## src/rtl/scanline_stream_buffer.sv

```systemverilog
// Ping-pong scanline buffer between renderer and LCD sink; valid/ready pixel stream with line/frame markers.
// Optional SCANLINE_PALETTE_EN adds a bgp palette input, sampled once per line at FETCH.
module scanline_stream_buffer #(
    parameter int LINE_W    = 160,
    parameter int NUM_LINES = 144
) (
    input  logic       clk,
    input  logic       reset_n,
    input  logic       line_wr_en,
    input  logic [7:0] line_wr_x,
    input  logic [1:0] line_wr_shade,
    input  logic       line_done,
`ifdef SCANLINE_PALETTE_EN
    input  logic [7:0] bgp,
`endif
    output logic       drawline,
    output logic       pix_valid,
    input  logic       pix_ready,
    output logic [1:0] pix_data,
    output logic       pix_sol,
    output logic       pix_eol,
    output logic       pix_sof,
    output logic       pix_eof,
    output logic       overflow,
    output logic       frame_done
);

    localparam int              YW     = (NUM_LINES > 1) ? $clog2(NUM_LINES) : 1;
    localparam logic [7:0]      X_LAST = 8'(LINE_W - 1);
    localparam logic [YW-1:0]   Y_LAST = YW'(NUM_LINES - 1);

    typedef enum logic [1:0] {S_IDLE, S_FETCH, S_STREAM} state_t;

    logic [1:0]    r_mem [2][LINE_W];
    logic [1:0]    r_full;
    logic          r_wr_sel;
    logic          r_rd_sel;
    logic          r_overflow;
    logic          r_drawline;
    state_t        r_state;
    logic          r_valid;
    logic [7:0]    r_x;
    logic [YW-1:0] r_y;
    logic [1:0]    r_pix;
    logic          r_frame_done;

    logic          w_wr_ok;
    logic          w_done_ok;
    logic          w_accept;
    logic          w_line_end;
    logic          w_wr_sel_nxt;
    logic [1:0]    w_full_nxt;
    logic [7:0]    w_rd_addr;

    assign w_wr_ok      = line_wr_en && ({1'b0, line_wr_x} < 9'(LINE_W)) && !r_full[r_wr_sel];
    assign w_done_ok    = line_done && !r_full[r_wr_sel];
    assign w_accept     = r_valid && pix_ready;
    assign w_line_end   = w_accept && (r_x == X_LAST);
    assign w_wr_sel_nxt = r_wr_sel ^ w_done_ok;
    assign w_rd_addr    = (r_state == S_FETCH) ? 8'd0 : r_x + 8'd1;

    // A fill and a drain in the same cycle never hit the same buffer: one needs it empty, the other full.
    always_comb begin
        w_full_nxt = r_full;
        if (w_done_ok)  w_full_nxt[r_wr_sel] = 1'b1;
        if (w_line_end) w_full_nxt[r_rd_sel] = 1'b0;
    end

    always_ff @(posedge clk) begin
        if (w_wr_ok) r_mem[r_wr_sel][line_wr_x] <= line_wr_shade;
    end

    always_ff @(posedge clk or negedge reset_n) begin
        if (!reset_n) begin
            r_full     <= 2'b00;
            r_wr_sel   <= 1'b0;
            r_overflow <= 1'b0;
            r_drawline <= 1'b1;
        end else begin
            r_full     <= w_full_nxt;
            r_wr_sel   <= w_wr_sel_nxt;
            r_drawline <= !w_full_nxt[w_wr_sel_nxt];
            if (line_done && r_full[r_wr_sel]) r_overflow <= 1'b1;
        end
    end

`ifdef SCANLINE_PALETTE_EN
    logic [7:0] r_bgp;
`endif

    always_ff @(posedge clk or negedge reset_n) begin
        if (!reset_n) begin
            r_state      <= S_IDLE;
            r_valid      <= 1'b0;
            r_rd_sel     <= 1'b0;
            r_x          <= 8'd0;
            r_y          <= '0;
            r_pix        <= 2'd0;
            r_frame_done <= 1'b0;
`ifdef SCANLINE_PALETTE_EN
            r_bgp        <= 8'hE4;
`endif
        end else begin
            r_frame_done <= w_line_end && (r_y == Y_LAST);
            case (r_state)
                S_IDLE: begin
                    // Looking at the next-state flag lets a line_done start the fetch one cycle earlier.
                    if (w_full_nxt[r_rd_sel]) r_state <= S_FETCH;
                end
                S_FETCH: begin
                    r_pix   <= r_mem[r_rd_sel][w_rd_addr];
                    r_valid <= 1'b1;
                    r_state <= S_STREAM;
`ifdef SCANLINE_PALETTE_EN
                    r_bgp   <= bgp;
`endif
                end
                S_STREAM: begin
                    if (w_line_end) begin
                        r_valid  <= 1'b0;
                        r_x      <= 8'd0;
                        r_rd_sel <= ~r_rd_sel;
                        r_y      <= (r_y == Y_LAST) ? '0 : r_y + 1'b1;
                        r_state  <= w_full_nxt[~r_rd_sel] ? S_FETCH : S_IDLE;
                    end else if (w_accept) begin
                        r_x   <= r_x + 8'd1;
                        r_pix <= r_mem[r_rd_sel][w_rd_addr];
                    end
                end
                default: r_state <= S_IDLE;
            endcase
        end
    end

`ifdef SCANLINE_PALETTE_EN
    assign pix_data = r_bgp[{r_pix, 1'b1} -: 2];
`else
    assign pix_data = r_pix;
`endif

    assign drawline   = r_drawline;
    assign pix_valid  = r_valid;
    assign pix_sol    = r_valid && (r_x == 8'd0);
    assign pix_eol    = r_valid && (r_x == X_LAST);
    assign pix_sof    = pix_sol && (r_y == '0);
    assign pix_eof    = pix_eol && (r_y == Y_LAST);
    assign overflow   = r_overflow;
    assign frame_done = r_frame_done;

endmodule

```

## config.mk

```make
export PLATFORM = sky130hd
export DESIGN_NAME = scanline_stream_buffer
export DESIGN_NICKNAME = d
export VERILOG_FILES = /design/src/rtl/scanline_stream_buffer.sv
export SDC_FILE = /design/constraint.sdc
export NUM_CORES = 1
export LEC_CHECK = 0
export CAP_MARGIN = 20
export CELL_PAD_IN_SITES_DETAIL_PLACEMENT = 0
export CELL_PAD_IN_SITES_GLOBAL_PLACEMENT = 1
export CORE_MARGIN = 2
export CORE_UTILIZATION = 48
export CTS_BUF_LIST = sky130_fd_sc_hd__clkbuf_16
export CTS_CLUSTER_SIZE = 14
export DETAILED_ROUTE_END_ITERATION = 12
export PLACE_DENSITY = 0.79
export SLEW_MARGIN = 20
export SYNTH_ARGS = -nofsm -noshare
export SYNTH_HDL_FRONTEND = slang
export SYNTH_SLANG_ARGS = --single-unit
```

## constraint.sdc

```tcl
create_clock -name clk -period 3.27 [get_ports clk]
set_input_delay 0.654 -clock clk [delete_from_list [all_inputs] [get_ports clk]]
set_output_delay 0.654 -clock clk [all_outputs]
set_load 0.02 [all_outputs]
```

Word level (Yosys, flattened, before mapping)
Memories as Yosys holds them, arrays and structs flattened.
Index checks and enable logic that the tools add are counted.
{"block": "classes", "addsub": 2, "order_cmp": 10, "n_eq_ne": 8, "mux": 34, "bitwise_logic": 7, "reduce_logical": 26}
{"cell": "$mux 320", "n": 1}
{"cell": "$mux 8", "n": 4}
{"cell": "$ge 9x9->1 const B", "n": 2}
{"cell": "$mux 2", "n": 9}
{"cell": "$not 8->9", "n": 2}
{"cell": "$add 8x1->8 const B", "n": 2}
{"cell": "$bmux 2 s8", "n": 1}
{"cell": "$demux 2 s8", "n": 1}
{"cell": "$eq 8x8->1 const B", "n": 2}
{"cell": "$logic_not 8->1", "n": 2}
{"cell": "$logic_and 1x1->1", "n": 14}
{"cell": "$mux 1", "n": 13}
{"cell": "$lt 9x1->1 const B", "n": 1}
{"cell": "$lt 1x2->1 const B", "n": 4}
{"cell": "$lt 8x8->1 const B", "n": 1}
{"cell": "$ne 2x2->1 const B", "n": 4}
{"cell": "$reduce_and 2->1", "n": 4}
{"cell": "$pmux 2 s3", "n": 1}
{"cell": "$pmux 2 s2", "n": 1}
{"cell": "$reduce_bool 2->1", "n": 2}
{"cell": "$reduce_and 3->1", "n": 1}
{"cell": "$and 2x2->2", "n": 1}
{"cell": "$demux 1 s1", "n": 2}
{"cell": "$eq 2x1->1 const B", "n": 1}
{"cell": "other kinds (9)", "n": 11}
{"block": "word_totals", "register_bits": 28, "ramBits": 640, "inputBits": 15, "output_inout_bits": 10, "wordCells": 99, "n_memories": 1}
{"memory": "r_mem", "depth": 2, "width": 320, "rd": 1, "rd_clocked_by_memory_dff": 0, "wr": 1, "line": "34", "rtl": "logic [1:0] r_mem [2][LINE_W];"}

Longest topological paths before layout
Gate-level depths: netlist of run 1.
{"block": "depth", "ltp_word": 13, "mapped_depth": 14, "ltp_nobuf": 10}

Worst setup path before layout of run 1
No wires, ideal clock.
{"block": "synth_timing", "kind": "register -> register", "from": "reg r_x[0]", "to": "reg r_pix[1], in the netlist pix_data[1]", "setup_ps": 129, "t_arrival_ps": 2970, "required_ps": 3141, "setup_slack_ps": 172, "path_stages_with_launch": 14, "n_path_buf": 3, "period_less_slack_ps": 3098, "cell_sequence": "dfrtp_1 -> buf_4 -> inv_1 -> clkbuf_1 -> ha_1 -> nor2b_1 -> buf_2 -> mux4_2 -> and3_1 -> a31oi_1 -> nand4_1 -> a41oi_1 -> nor3_1 -> a2111o_1"}
{"block": "synth_between", "elab_chain_cells": 9}
{"item": "start: declaration", "line": "42", "rtl": "logic [7:0] r_x;"}
{"item": "start signal: assignment", "line": "126", "rtl": "r_x <= r_x + 8'd1;"}
{"item": "$add 8x1->8", "line": "60", "rtl": "assign w_rd_addr = (r_state == S_FETCH) ? 8'd0 : r_x + 8'd1;"}
{"item": "$mux 8", "line": "60"}
{"item": "$not 8->9 (implied by the code)", "line": "111, 127"}
{"item": "$bmux 2 s8", "line": "111, 127"}
{"item": "$mux 2 (implied by the code) (2 in series)", "line": "111, 127"}
{"item": "$mux 2", "line": "125", "rtl": "end else if (w_accept) begin"}
{"item": "$mux 2", "line": "119", "rtl": "if (w_line_end) begin"}
{"item": "$pmux 2 s2", "line": "105", "rtl": "case (r_state)"}
{"item": "end signal: assignment", "line": "111", "rtl": "r_pix <= r_mem[r_rd_sel][w_rd_addr];"}
{"item": "end signal: assignment", "line": "127", "rtl": "r_pix <= r_mem[r_rd_sel][w_rd_addr];"}
{"item": "end: declaration", "line": "44", "rtl": "logic [1:0] r_pix;"}
Several ways; a longest one is shown, not always the timed one. The select of a mux whose other input is x is not followed.
A chain may end at the register's enable or synchronous reset.

Worst setup path in the final report of run 1
Same ends and word-level chain as after synthesis.

==> flow_metrics.tcl, run 1 <==
set metrics [dict create \
    cts_made_buffers 71 \
    avgSynthCellArea_um2 15.0 \
    post-route-drc-count 0 \
    final_nets 2033 \
    dp_cells 2708 \
    endpoint "pix_data[1]$_DFFE_PN0P_" \
    viasPerCell 6.17 \
    dpl-instance-area_um2 30400 \
    yosysSeqAreaShare_pct 70.2 \
    final_cell_mix "edfxtp_1 (640), nor2_1 (377), nand2_1 (149), buf_4 (127), mux4_2 (119)" \
    outcome "finished, final reports clean" \
    vias 17500 \
    wirelength_um 74700 \
    worstPathRequired_ps 3770 \
    worstSetupStartpointType "flop" \
    clk_pin_slew_ps 60 \
    tightest_slew_ps 959 \
    drt-initial-drc-count 2069 \
    rr_endpoint "pix_data[1]$_DFFE_PN0P_" \
    antenna_found_initial 0 \
    whs_ps 505 \
    gp_congestion 0.898 \
    grt_max_degree 110 \
    cap_violations 0 \
    relSlewSlack_pct 35.6 \
    worstSkewPairLatency_ps 620 \
    startpoint "r_x[0]$_DFFE_PN0P_" \
    reg2reg_slack_ps 30 \
    grt_overflow 0 \
    hold_class "reg -> reg" \
    netlist_area_um2 28400 \
    powerDensity_nw_per_um2 802 \
    drive_gt1_share_pct 19.2 \
    finalSetupViolations 0 \
    fmax_mhz 309 \
    ant_nets 0 \
    rsz0062_at_grt "true" \
    dp_hpwl_um 46000 \
    ctsRootBufferMaster "clkbuf_16" \
    p_total_uw 26200 \
    clockBufferDepth 3 \
    cts_hold_buf 0 \
    layout_commonest_cell "edfxtp_1" \
    syn_to_final_growth_pct 15.2 \
    yosysUniqueCellTypes 73 \
    routedWlPerCell_um 26.3 \
    cts_tree "done" \
    synth_edf_count 640 \
    first_global_vias 17600 \
    yosys_register_bits 668 \
    rr_startpoint "r_x[0]$_DFFE_PN0P_" \
    instances_no_fill 2837 \
    die_area_um2 61000 \
    worstSetupEndpointType "flop" \
    final_hold_viol_count 0 \
    row_count 89 \
    die_height_um 247 \
    ios 25 \
    irDropWorstVdd_uv 546 \
    crit_type "reg -> reg" \
    h-tree-depth 3 \
    p_leak_uw 0.0105 \
    finalCriticalPeriod_ps 3240 \
    synth-main-ff-cell "edfxtp_1" \
    ff2ff_path_depth 10 \
    core-area_um2 58700 \
    path_max_fanout 4 \
    n_antenna_cell 0 \
    arrival_ps 3740 \
    cts_sinks 668 \
    ys_warn_count 0 \
    post-route-util_pct 55.7 \
    syn_inst 1897 \
    grt_usage_pct 24.8 \
    drt_first_pass_iters 7 \
    synth-async-reset-ratio_pct 4.19 \
    start_util_pct 48.3 \
    stdcell_area_um2 32700 \
    grt_pass1_wl_um 110000 \
    drv_slew 0 \
    die-width_um 247 \
    min_period_over_period_pct 99.0 \
    clock_skew_ps 26.2 \
    portBuffers 24 \
    syn_nets 1920 \
]
## report_power, final
part           switching, uW  internal, uW  total, uW
clock network           3240          4510       7750
logic                   5340          3560       8900
registers                114          9440       9560
## synth_stat cells, types with 11 or more instances
cell,instances,area [um^2]
clkbuf_1,75,282
nor2_1,378,1420
edfxtp_1,640,19200
a31oi_1,11,68.8
a211oi_1,11,82.6
o22ai_1,18,113
xnor2_1,13,114
and3_1,14,87.6
mux4_2,119,2680
nand3_1,65,325
nand4_1,14,87.6
nor3_1,16,80.1
o21ai_0,33,165
a22oi_1,11,82.6
dfrtp_1,27,676
a32oi_1,11,96.3
mux2i_1,29,290
a21oi_1,28,140
buf_2,38,190
nand2_1,150,563
inv_1,16,60.1
## worst min-delay path by stage
stage | start | end | depth (start not counted)
finish | r_y[6]$_DFFE_PN0P_ | r_y[6]$_DFFE_PN0P_ | 1
global placement | r_y[6]$_DFFE_PN0P_ | r_y[6]$_DFFE_PN0P_ | 1
global route | r_y[6]$_DFFE_PN0P_ | r_y[6]$_DFFE_PN0P_ | 1
floorplan | reset_n | frame_done$_DFF_PN0_ | 0
detailed placement | r_y[6]$_DFFE_PN0P_ | r_y[6]$_DFFE_PN0P_ | 1
CTS | r_y[6]$_DFFE_PN0P_ | r_y[6]$_DFFE_PN0P_ | 1
## critical path, stage by stage (launching register included)
cell	delay [ps]
dfrtp_1	400
ha_1	200
buf_4	160
nand3_1	160
buf_4	200
xnor2_1	550
nor2_1	230
buf_4	210
a2111oi_1	590
nor4_1	110
a2111o_1	310
## stage by stage
step | setup TNS [ps] | worst slack [ps]
floorplan | 0 | 172
global placement | -107 | -67.3
detailed placement | -131 | -92.9
CTS | 0 | 4.39
global route | -48.7 | -48.7
finish | 0 | 32.3
## sequential cells by signal, indices dropped and copies added, names as in the netlist
| signal | flops |
|---|---|
| drawline | 1 |
| pix_valid | 1 |
| frame_done | 1 |
| overflow | 1 |
| r_wr_sel | 1 |
| r_y | 8 |
| r_mem | 640 |
| r_state | 2 |
| r_rd_sel | 1 |
| pix_data | 2 |
| r_x | 8 |
| r_full | 2 |
## per-layer routing
metal | track usage, % | share of wire, % | wire length [um] | up-vias
met4 | 9.02 | 3.1 | 2340 | 0
met2 | 39.8 | 48 | 35700 | 940
met5 | 0 | 0 | 0 | -
li1 | - | - | - | 7491
met1 | 33.8 | 39 | 29500 | 8909
met3 | 4.98 | 9.5 | 7110 | 159
## cells by family after synthesis
group	after synthesis	synth area share [%]
AO/OA/AOI/OAI	207	5.17
XOR/XNOR	20	0.684
flip-flops	668	70.2
adder cells (fa/ha/maj)	8	0.353
buffers and inverters	151	2.55
AND/OR/NAND/NOR	690	10.3
multiplexers	153	10.7
## layout make-up
type | instances | area, um^2
Multi-Input combinational cell | 1078 | 7780
Timing Repair Buffer | 175 | 1680
Tap cell | 773 | 967
Inverter | 16 | 60.1
Clock inverter | 51 | 350
Sequential cell | 668 | 19900
Clock buffer | 76 | 1900
Fill cell | 4576 | 26000
## repair_timing
action,in CTS,in global routing
gates cloned,0,1
resized for setup,5,8
endpoints found under the setup margin,4,4
pin swaps,0,1
buffers inserted,0,1
Note: power is estimated with default switching activity, not from simulation.
==> inputs of run 2 (changes only) <==
- ABC_AREA: default -> 1
- CORE_UTILIZATION: 48 -> 55
- PLACE_DENSITY: 0.79 -> 0.9
- REMOVE_ABC_BUFFERS: default -> 1
- clock period: 3.27 -> 4.2 ns (I/O delays scaled with it)
==> run 2 against run 1 <==
Critical path depth decreased by 4. Count of clock-buffer cells in the layout decreased by 2. Global-route usage increased by 2.2 points. Clock power decreased by 24%. Sequential share of layout area decreased by 0.90 points. First-iteration DRC count increased by 18%. Power decreased by 24%. Setup slack improved by 550 ps. Non-clock buffer count decreased by 82. Cell count increased by 28%. Wire length increased by 1.1%. Critical path type is now reg -> out.
==> flow_metrics.tcl, run 2 <==
set metrics [dict create \
    post_cts_buffers 0 \
    stdcell_area_um2 33200 \
    routedWlPerCell_um 20.8 \
    tightest_slew_ps 1190 \
    row_count 85 \
    cts_made_buffers 70 \
    h-tree-depth 3 \
    syn_inst 2943 \
    grt_usage_pct 27.0 \
    synth_top_cell_by_area "edfxtp_1" \
    final_hold_viol_count 0 \
    yosys_register_bits 668 \
    synth-main-ff-cell "edfxtp_1" \
    syn_to_final_growth_pct 9.84 \
    clock_skew_ps 16.1 \
    path_max_fanout 6 \
    cts_resized 0 \
    dp_hpwl_um 42300 \
    finalCriticalPeriod_ps 3620 \
    p_leak_uw 0.0122 \
    top_register "r_mem" \
    outcome "finished, final reports clean" \
    wirelength_um 75500 \
    cts_hold_buf 0 \
    whs_ps 468 \
    n_antenna_cell 0 \
    rsz0062_at_grt "false" \
    crit_type "reg -> out" \
    worstSetupEndpointType "output port" \
    clk_pin_slew_ps 60 \
    dpl-instance-area_um2 31000 \
    final_cell_mix "edfxtp_1 (640), nand2_1 (634), nand3_1 (406), nor3_1 (328), inv_1 (261)" \
    ys_warn_count 0 \
    synth_top_area_share_pct 63.7 \
    vias 21400 \
    avgSynthCellArea_um2 10.3 \
    ctsRootBufferMaster "clkbuf_16" \
    ant_nets 0 \
    cts_tree "done" \
    grt_pass1_wl_um 117000 \
    drt-initial-drc-count 2439 \
    cts_sinks 668 \
    yosysUniqueCellTypes 32 \
    cap_violations 0 \
    portBuffers 24 \
    drv_slew 0 \
    relSlewSlack_pct 21.0 \
    ys_top_cells_by_area "edfxtp_1 (64%), nand2_1 (7.9%), nand3_1 (6.7%)" \
    irDropWorstVdd_uv 764 \
    die_area_um2 56800 \
    largestRegisters "r_mem (640), r_x (8), r_y (8)" \
    synth_most_common_cell "edfxtp_1" \
    viasPerCell 5.91 \
    antenna_found_initial 0 \
    arrival_ps 2780 \
    first_global_vias 21500 \
    layout_commonest_cell "edfxtp_1" \
    synth_edf_count 640 \
    ios 25 \
    start_util_pct 55.9 \
    gp_congestion 0.840 \
    clockBufferDepth 3 \
    worstSkewPairLatency_ps 610 \
    die-width_um 238 \
    largest_reg_flops 640 \
    grt_max_degree 232 \
    core-area_um2 54000 \
    finalSetupViolations 0 \
    powerDensity_nw_per_um2 601 \
    worstSetupStartpointType "flop" \
    die_height_um 238 \
    post-route-drc-count 0 \
    hold_class "reg -> reg" \
    min_period_over_period_pct 86.1 \
    netlist_area_um2 30200 \
    synthTopCellsByCount "edfxtp_1 (640), nand2_1 (636), nand3_1 (406), nor3_1 (328), inv_1 (238)" \
    synth-async-reset-ratio_pct 4.19 \
    drive_gt1_share_pct 6.89 \
    drt_first_pass_iters 5 \
    grt_overflow 0 \
    final_nets 2899 \
    yosysSeqAreaShare_pct 66.0 \
    worstPathRequired_ps 3360 \
    fmax_mhz 276 \
]
[run 2: cell types whose count changed after synthesis, sizes merged, moves of 17 or more]
cell,delta
o211ai,+65
or2,+17
nor2,-182
nand2,+486
mux4,-119
buf,+39
inv,+232
nor3,+314
nand3,+341
clkbuf,+58
o21ai,+30
mux2i,-28
[run 2: through the flow]
step           setup TNS (ps)  utilization (%)  setup slack, ps  total power [uW]  std cells
6_report                    0             61.4              583             19900       3627
5_1_grt                     0             61.4              509             20700       3627
4_1_cts                     0             61.4              552             19900       3627
3_5_place_dp                0             57.3              280             14000       3500
3_3_place_gp                0             57.3              474             13900       3500
2_1_floorplan         -705190                -            -8660             11200       2711
[run 2: final timing paths]
check	start	cells after the start	slack, ps	end
setup / recovery	r_x[0]$_DFFE_PN0P_	6	580	pix_sof
hold / removal	overflow$_DFFE_PN0P_	1	470	overflow$_DFFE_PN0P_
setup reg to reg	r_state[1]$_DFFE_PN0P_	15	760	pix_data[1]$_DFFE_PN0P_
hold reg to reg	overflow$_DFFE_PN0P_	1	470	overflow$_DFFE_PN0P_
max in group asynchronous	reset_n	2	3060	drawline$_DFF_PN1_
min in group asynchronous	reset_n	1	490	r_y[6]$_DFFE_PN0P_
[run 2: cell families (layout without fill, tap and decap cells)]
| family | after synthesis | after routing | synth area share (%) |
|---|---|---|---|
| buffers and inverters | 481 | 469 | 6.55 |
| AOI/OAI and AO/OA | 170 | 170 | 3.44 |
| adders and majority gates | 8 | 8 | 0.332 |
| muxes | 1 | 1 | 0.0332 |
| xor gates and xnor gates | 10 | 10 | 0.290 |
| DFF | 668 | 668 | 66.0 |
| and+or+nand+nor | 1605 | 1605 | 23.4 |
[run 2: layer usage]
metal / global-route usage, % / routed length, um / vias to the layer above
li1: - / - / 10000
met3: 5.47 / 6770 / 161
met4: 11.0 / 2770 / 0
met5: 0 / 0 / -
met1: 35.3 / 29600 / 10300
met2: 44.5 / 36400 / 965
[run 2: where the power goes]
group / total, uW / switching, uW / internal, uW
Sequential: 7500 / 145 / 7350
Combinational: 6510 / 4770 / 1750
Clock: 5920 / 2500 / 3420
Total: 19900 / 7410 / 12500
[run 2: worst max-delay path, stage by stage, from the launching register on]
cell and delay, ps:
dfrtp_1 470, inv_2 120, ha_1 150, nand4_1 100
nor4_1 420, nor3b_1 240, clkdlybuf4s50_1 660
[run 2: area by class of cell]
type	instances	area (um^2)
clock buffer	74	1850
sequential	668	19900
inverter	249	945
clock inverter	53	342
multi-input combinational	1794	8310
fill	4337	20900
timing repair buffer	93	916
tap	696	871
